$ cat src/rtl/fp32_mul_front_end_if.sv
// Operand/result bundle for the binary32 multiplier front-end stage.
// The master supplies operands and observes the decomposed result fields.
interface fp32_mul_front_end_if;
    logic        in_valid;
    logic [31:0] a;
    logic [31:0] b;

    logic        out_valid;
    logic        sign;
    logic        exception;
    logic        zero;
    logic        normalised;
    logic [8:0]  exponent;
    logic [23:0] significand_a;
    logic [23:0] significand_b;

    modport master (
        output in_valid, a, b,
        input  out_valid, sign, exception, zero, normalised,
               exponent, significand_a, significand_b
    );

    modport slave (
        input  in_valid, a, b,
        output out_valid, sign, exception, zero, normalised,
               exponent, significand_a, significand_b
    );
endinterface

$ cat src/rtl/fp32_mul_front_end.sv
// Registered front-end of the binary32 multiplier: field split, hidden-bit restore,
// sign/exception/zero flags and the normalisation-adjusted 9-bit biased exponent.
module fp32_mul_front_end #(
    parameter int BIAS = 127
) (
    input  logic                  clk,
    input  logic                  rst_n,
    fp32_mul_front_end_if.slave   bus
);

    logic        w_sign_a, w_sign_b;
    logic [7:0]  w_exp_a, w_exp_b;
    logic        w_hidden_a, w_hidden_b;
    logic [23:0] w_sig_a, w_sig_b;
    logic [47:0] w_product;
    logic        w_exception;
    logic        w_zero;
    logic        w_normalised;
    logic [8:0]  w_exponent;

    logic        r_out_valid;
    logic        r_sign;
    logic        r_exception;
    logic        r_zero;
    logic        r_normalised;
    logic [8:0]  r_exponent;
    logic [23:0] r_sig_a, r_sig_b;

    assign w_sign_a   = bus.a[31];
    assign w_sign_b   = bus.b[31];
    assign w_exp_a    = bus.a[30:23];
    assign w_exp_b    = bus.b[30:23];
    assign w_hidden_a = |w_exp_a;
    assign w_hidden_b = |w_exp_b;
    assign w_sig_a    = {w_hidden_a, bus.a[22:0]};
    assign w_sig_b    = {w_hidden_b, bus.b[22:0]};

    // Only the product MSB is consumed here; the full product lets synthesis prune the rest.
    assign w_product    = w_sig_a * w_sig_b;
    assign w_normalised = w_product[47];

    assign w_exception = (w_exp_a == 8'hFF) || (w_exp_b == 8'hFF);
    assign w_zero      = !w_exception && ((w_exp_a == 8'h00) || (w_exp_b == 8'h00));

    // Modulo-512 arithmetic: underflow wraps into the top range, read downstream via bits [8:7].
    assign w_exponent = {1'b0, w_exp_a} + {1'b0, w_exp_b} - 9'(BIAS) + {8'b0, w_normalised};

    // NOTE: sequential state uses non-blocking assignments so every register samples pre-edge values.
    always_ff @(posedge clk) begin
        if (!rst_n) begin
            r_out_valid  <= 1'b0;
            r_sign       <= 1'b0;
            r_exception  <= 1'b0;
            r_zero       <= 1'b0;
            r_normalised <= 1'b0;
            r_exponent   <= 9'd0;
            r_sig_a      <= 24'd0;
            r_sig_b      <= 24'd0;
        end else begin
            r_out_valid  <= bus.in_valid;
            r_sign       <= w_sign_a ^ w_sign_b;
            r_exception  <= w_exception;
            r_zero       <= w_zero;
            r_normalised <= w_normalised;
            r_exponent   <= w_exponent;
            r_sig_a      <= w_sig_a;
            r_sig_b      <= w_sig_b;
        end
    end

    assign bus.out_valid     = r_out_valid;
    assign bus.sign          = r_sign;
    assign bus.exception     = r_exception;
    assign bus.zero          = r_zero;
    assign bus.normalised    = r_normalised;
    assign bus.exponent      = r_exponent;
    assign bus.significand_a = r_sig_a;
    assign bus.significand_b = r_sig_b;

endmodule

$ cat src/flat_wrapper.sv
// flat-port wrapper written by rule: the top's interface ports become plain ports
module fp32_mul_front_end_flat 
#(
    parameter int BIAS = 127
)
  (clk, rst_n, bus_in_valid, bus_a, bus_b, bus_out_valid, bus_sign, bus_exception, bus_zero, bus_normalised, bus_exponent, bus_significand_a, bus_significand_b);
  fp32_mul_front_end_if bus_i ();
  input  logic clk;
  input  logic rst_n;
  input wire logic [$bits(bus_i.in_valid)-1:0] bus_in_valid;
  input wire logic [$bits(bus_i.a)-1:0] bus_a;
  input wire logic [$bits(bus_i.b)-1:0] bus_b;
  output wire logic [$bits(bus_i.out_valid)-1:0] bus_out_valid;
  output wire logic [$bits(bus_i.sign)-1:0] bus_sign;
  output wire logic [$bits(bus_i.exception)-1:0] bus_exception;
  output wire logic [$bits(bus_i.zero)-1:0] bus_zero;
  output wire logic [$bits(bus_i.normalised)-1:0] bus_normalised;
  output wire logic [$bits(bus_i.exponent)-1:0] bus_exponent;
  output wire logic [$bits(bus_i.significand_a)-1:0] bus_significand_a;
  output wire logic [$bits(bus_i.significand_b)-1:0] bus_significand_b;
  assign bus_i.in_valid = bus_in_valid;
  assign bus_i.a = bus_a;
  assign bus_i.b = bus_b;
  assign bus_out_valid = bus_i.out_valid;
  assign bus_sign = bus_i.sign;
  assign bus_exception = bus_i.exception;
  assign bus_zero = bus_i.zero;
  assign bus_normalised = bus_i.normalised;
  assign bus_exponent = bus_i.exponent;
  assign bus_significand_a = bus_i.significand_a;
  assign bus_significand_b = bus_i.significand_b;
  fp32_mul_front_end #(.BIAS(BIAS)) u_core (.clk(clk), .rst_n(rst_n), .bus(bus_i));
endmodule
$ cat config.mk
export PLATFORM = sky130hd
export DESIGN_NAME = fp32_mul_front_end_flat
export DESIGN_NICKNAME = d
export VERILOG_FILES = /design/src/rtl/fp32_mul_front_end_if.sv /design/src/rtl/fp32_mul_front_end.sv /design/src/flat_wrapper.sv
export SDC_FILE = /design/constraint.sdc
export NUM_CORES = 1
export LEC_CHECK = 0
export ABC_AREA = 1
export ABC_CLOCK_PERIOD_IN_PS = 10300
export CAP_MARGIN = 25
export CORE_UTILIZATION = 63
export CTS_CLUSTER_SIZE = 12
export DETAILED_ROUTE_END_ITERATION = 7
export PLACE_DENSITY = 0.84
export RECOVER_POWER = 25
export SLEW_MARGIN = 20
export SYNTH_ARGS = -nofsm -noshare
export SYNTH_HDL_FRONTEND = slang
export SYNTH_SLANG_ARGS = --single-unit
$ cat constraint.sdc
create_clock -name clk -period 10.3 [get_ports clk]
set_input_delay 2.06 -clock clk [delete_from_list [all_inputs] [get_ports clk]]
set_output_delay 2.06 -clock clk [all_outputs]
set_load 0.01 [all_outputs]
======== Word-level counts from Yosys, hierarchy flattened ========
Index checks and enable logic that the tools add are counted.
word-level totals
  register bits ........................... 62
  bits in latches ......................... 0
  memory bits (writable) .................. 0
  bits in read-only memories .............. 0
  input port bits ......................... 67
  output and inout bits ................... 62
  word-level logic and storage cells ...... 23
  memories kept ........................... 0
cells by class
  add/subtract/negate cells ............... 3
  multipliers ............................. 1
  divide/modulo/power cells ............... 0
  magnitude comparators ................... 0
  eq/ne operators ......................... 2
  shift operators ......................... 0
  muxes and demuxes ....................... 0
  bitwise operators ....................... 1
  reductions and logical operators ........ 8
operator list
  operator             number
  $mul 24x24->48       1
  $eq 8x8->1 const B   2
  $logic_not 8->1      2
  $reduce_or 8->1      2
  $add 8x8->9          1
  $add 9x1->9          1
  $sub 9x7->9 const B  1
  $logic_or 1x1->1     2
  $logic_and 1x1->1    1
  $logic_not 1->1      1
  $xor 1x1->1          1

======== Depth between registers and ports, before layout ========
  depth after elaboration ................. 4
  depth in mapped cells ................... 42
  depth with buffers taken out ............ 42

======== Least setup slack after synthesis ========
OpenSTA, ideal clock, no wires.
  path type ............................... input to register
  start point ............................. in bus_a[30]
  end point ............................... reg u_core.r_exponent[6] (netlist: u_core.bus.exponent[6])
  library setup time ...................... 115 ps
  data arrival time ....................... 8987 ps
  setup slack ............................. 1199 ps
  stages on the path ...................... 38
  path buffers ............................ 1
  cell sequence ........................... or4_4 nor2_8 buf_6 nor2_1 fa_1 fa_1 fa_1 inv_1 fa_1 fa_1 fa_1 inv_1 fa_1 ha_1 nand2_1 nand2_1 nand2_1 nand2_1 [... 2 more ...] nand2_1 nand2_1 nor2_1 nand2_1 nand2_1 nand2_2 ha_1 inv_1 ha_1 inv_1 fa_1 inv_1 nand3_1 nand2_1 a21oi_1 o21ai_0 a21oi_1 o21a_1
on the way
  cells in the longest elaborated chain, start to end .. 3
ends and longest elaborated chain
  what                  line                      text
  start, declared       flat_wrapper.sv:11        input wire logic [$bits(bus_i.a)-1:0] bus_a;
  $reduce_or 8->1       fp32_mul_front_end.sv:33  assign w_hidden_a = |w_exp_a;
  $mul 24x24->48        fp32_mul_front_end.sv:39  assign w_product = w_sig_a * w_sig_b;
  $add 9x1->9           fp32_mul_front_end.sv:46  assign w_exponent = {1'b0, w_exp_a} + {1'b0, w_exp_b} - 9'(BIAS) + {8'b0, w_normalised};
  end signal, assigned  fp32_mul_front_end.sv:65  r_exponent <= w_exponent;
  end, declared         fp32_mul_front_end.sv:26  logic [8:0] r_exponent;
Every way passes these cells.
A chain may end at the register's enable or synchronous reset.

======== Final worst setup path ========
  start point ............................. in bus_b[26]
  end point ............................... reg u_core.r_exponent[6] (netlist: u_core.bus.exponent[6])
on the way
  cells in the longest elaborated chain, start to end .. 3
ends and longest elaborated chain
  what                                                   line                                                text
  start, declared                                        flat_wrapper.sv:12                                  input wire logic [$bits(bus_i.b)-1:0] bus_b;
  $reduce_or 8->1 / $add 8x8->9 (equally long branches)  fp32_mul_front_end.sv:34, fp32_mul_front_end.sv:46
  $mul 24x24->48 / $sub 9x7->9 (equally long branches)   fp32_mul_front_end.sv:39, fp32_mul_front_end.sv:46
  $add 9x1->9 (*)                                        fp32_mul_front_end.sv:46
Every way passes the cells marked *; elsewhere a longest branch is shown, timed or not.

==> impl_metrics.csv <==
group,metric,value,unit
placement,numPortBuffers,128,
run_status,status,"complete, no violations",
global_routing,grt_max_degree,56,
cts,h-tree-depth,3,
cts,path_clk_slew,0.06,ns
timing,final_hold_viol_count,0,
placement,gp_congestion,1.021,
timing,max_freq,0.1005,GHz
global_routing,met1_usage,45.71,%
floorplan,die_x,180.0,um
global_routing,use_met3,8.428,%
cts,cts_root_buffer,"clkbuf_16",
drt,vias,16050,
cells_and_area,syn_to_final_growth,11.55,%
cts,cts_max_path_buffers,2,
power_and_ir_drop,powerDensity,319.2,nW/um2
floorplan,die_h,180.0,um
setup_path,crit_start,"bus_b[26]",
logic_synthesis,synthMostInstantiatedCell,"inv_1",
setup_path,cp-endpoint,"u_core.bus.exponent[6]$_SDFF_PN0_",
global_routing,grt_pass1_wl,91290,um
floorplan,rows,64,
floorplan,start_util,64.60,%
drt,drt_iter0_drc,1786,
floorplan,ios,129,
setup_path,path_max_fanout,7,
logic_synthesis,synth_area,19970,um2
drt,vias_per_cell,5.434,
timing,min_period_over_period,96.65,%
logic_synthesis,synth-edff-count,0,
global_routing,grt.met2_usage,59.86,%
cts,cts_hold_buf,0,
floorplan,core-area,30910,um2
logic_synthesis,synth_common_cells,"inv_1, nand2_1, fa_1",
timing,relSlewSlack,31.28,%
floorplan,die_area,32410,um2
logic_synthesis,synthDistinctLibCells,29,
logic_synthesis,yosys_warnings,0,
logic_synthesis,synth_flop_cell,"dfxtp_1",
drt,drtPass1Iterations,6,
global_routing,antenna_found_initial,0,
setup_path,crit_path_frequent_cell,"nand2_1",
drt,antenna_left,0,
logic_synthesis,synth-seq-area-share,6.216,%
logic_synthesis,syn_avg_cell_area,8.097,um2
setup_path,arrival,10.18,ns
timing,fin_crit,9.955,ns
timing,tns,0,ns
run,drv_cap,0,
timing,setup_viol,0,
cts,numCtsBuffers,9,
min_path,min_path_type,"primary input to flip-flop",
setup_path,critPathMaxStageDelay,0.57,ns
setup_path,crit_path_top_delay_cell,"or4_4",
drt,drc,0,
timing,setup_ws,0.3452,ns
placement,dp_worst_setup_slack,0.09332,ns
logic_synthesis,synth_top_area_cell,"fa_1",
power_and_ir_drop,p_leak,13.31,nW
logic_synthesis,yosysTopAreaCellShare,48.33,%
power_and_ir_drop,irDropWorstVdd,0.0004327,V
cells_and_area,diodes,0,
setup_path,required,10.53,ns
cells_and_area,fillers,2154,
logic_synthesis,netlist_instances,2466,
global_routing,gr-usage-all-layers,36.37,%
logic_synthesis,syn_nets,3201,
setup_path,critPathKind,"primary input to flip-flop",
global_routing,grt.overflow.total,0,
placement,post-dp-hpwl,44970,um
timing,maxSlewViolCount,0,
setup_path,startpoint_type,"primary input",
cts,cts.sinks,62,
logic_synthesis,ys_async_sr_fraction,0,%
drt,wl,54960,um
logic_synthesis,synth_area_leaders,"fa_1, inv_1, nand2_1",
logic_synthesis,synth-seq-cells,62,
global_routing,busiest_layer,"met2",
cells_and_area,drive_gt1_share,5.121,%
global_routing,grt_pass1_vias,18030,
cts,cts_tree,"done",
drt,wl_per_cell,18.61,um
setup_path,crit_path_end_kind,"flip-flop",
cells_and_area,final_net_count,3288,
timing,worst_pin_slew,1.031,ns
[flip-flops by register name, indices dropped and copies added (netlist names)]
name and count:
u_core.bus.exception 1, u_core.bus.exponent 9, u_core.bus.normalised 1, u_core.bus.out_valid 1, u_core.bus.sign 1, u_core.bus.significand_a 24
u_core.bus.significand_b 24, u_core.bus.zero 1
[placed cells by master, fill, tap and decap left out, drive strengths merged]
master,n
nor2,47
nand3,9
a21o,3
ha,186
dlygate4sd3,1
o211ai,1
buf,92
clkbuf,10
and2,1
o21a,2
dfxtp,62
nor3b,1
inv,809
clkinvlp,1
xor2,1
nor4,3
fa,482
clkinv,2
or4,2
a21oi,29
nand2,667
o21ai,9
clkdlybuf4s50,122
xnor2,4
dlymetal6s2s,4
nand4,8
[worst max-delay path, delay by kind of cell]
kind	cells	cell delay [ns]
fa+ha+maj	11	4.61
simple gates	17	1.90
buf+inv	9	1.05
compound gates	4	0.54
[layout make-up]
class,count,area [um2],area share [%]
clock buffer,10,239.0,1.073
sequential,62,1241,5.573
clock inverter,6,43.79,0.1966
inverter,806,3025,13.58
timing repair buffer,219,2069,9.292
multi-input combinational,1455,15160,68.06
tap,396,495.5,2.225
[routing by layer]
layer	vias up	part of all wire (%)	wire (um)
met1	7819	35	19420
met5	-	0	0
met2	1063	47	25800
met4	0	5.5	3010
li1	6912	-	-
met3	259	12	6731
[cells by family after synthesis]
kind of cell / count (synthesis) / share of synthesized area [%]
flip-flops: 62 / 6.216
AND/OR/NAND/NOR: 738 / 14.47
XOR/XNOR: 5 / 0.2193
adder cells (fa/ha/maj): 668 / 59.98
buffers and inverters: 949 / 17.93
AO/OA/AOI/OAI: 44 / 1.178
[how the worst min path moves through the flow]
| stage | slack (ns) | depth (start not counted) | startpoint | endpoint |
|---|---|---|---|---|
| 2_1_floorplan | 2.16 | 2 | bus_in_valid | u_core.bus.out_valid$_SDFF_PN0_ |
| 3_3_place_gp | 2.60 | 3 | bus_in_valid | u_core.bus.out_valid$_SDFF_PN0_ |
| 3_5_place_dp | 2.60 | 3 | bus_in_valid | u_core.bus.out_valid$_SDFF_PN0_ |
| 4_1_cts | 2.25 | 3 | bus_in_valid | u_core.bus.out_valid$_SDFF_PN0_ |
| 5_1_grt | 2.27 | 3 | bus_b[12] | u_core.bus.significand_b[12]$_SDFF_PN0_ |
| 6_report | 2.25 | 3 | bus_b[12] | u_core.bus.significand_b[12]$_SDFF_PN0_ |
[report_power, final]
group          total (W)  switching, W  internal (W)  leakage [nW]
clock network   0.000292      0.000121      0.000171         0.140
registers       0.000268    0.00000658      0.000261         0.516
logic            0.00655       0.00380       0.00275          12.7
[per-stage QoR]
step | utilization [%] | total power [W] | std cells | hold WS [ns] | area (um2)
6_report | 72.06 | 0.007110 | 2954 | 2.247 | 22270
5_1_grt | 72.06 | 0.008177 | 2954 | 2.267 | 22270
4_1_cts | 71.93 | 0.007046 | 2952 | 2.253 | 22230
3_5_place_dp | 71.02 | 0.006677 | 2936 | 2.604 | 21950
3_3_place_gp | 71.02 | 0.006218 | 2936 | 2.600 | 21950
2_1_floorplan | - | 0.004844 | 2466 | 2.158 | 19970
[repair_timing]
| action | CTS | global route |
|---|---|---|
| setup buffers | 0 | 2 |
| setup endpoints to repair | 0 | 2 |
| resized for setup | 0 | 9 |
| hold endpoints to repair | 0 | 0 |
(Power assumes the default switching activity.)
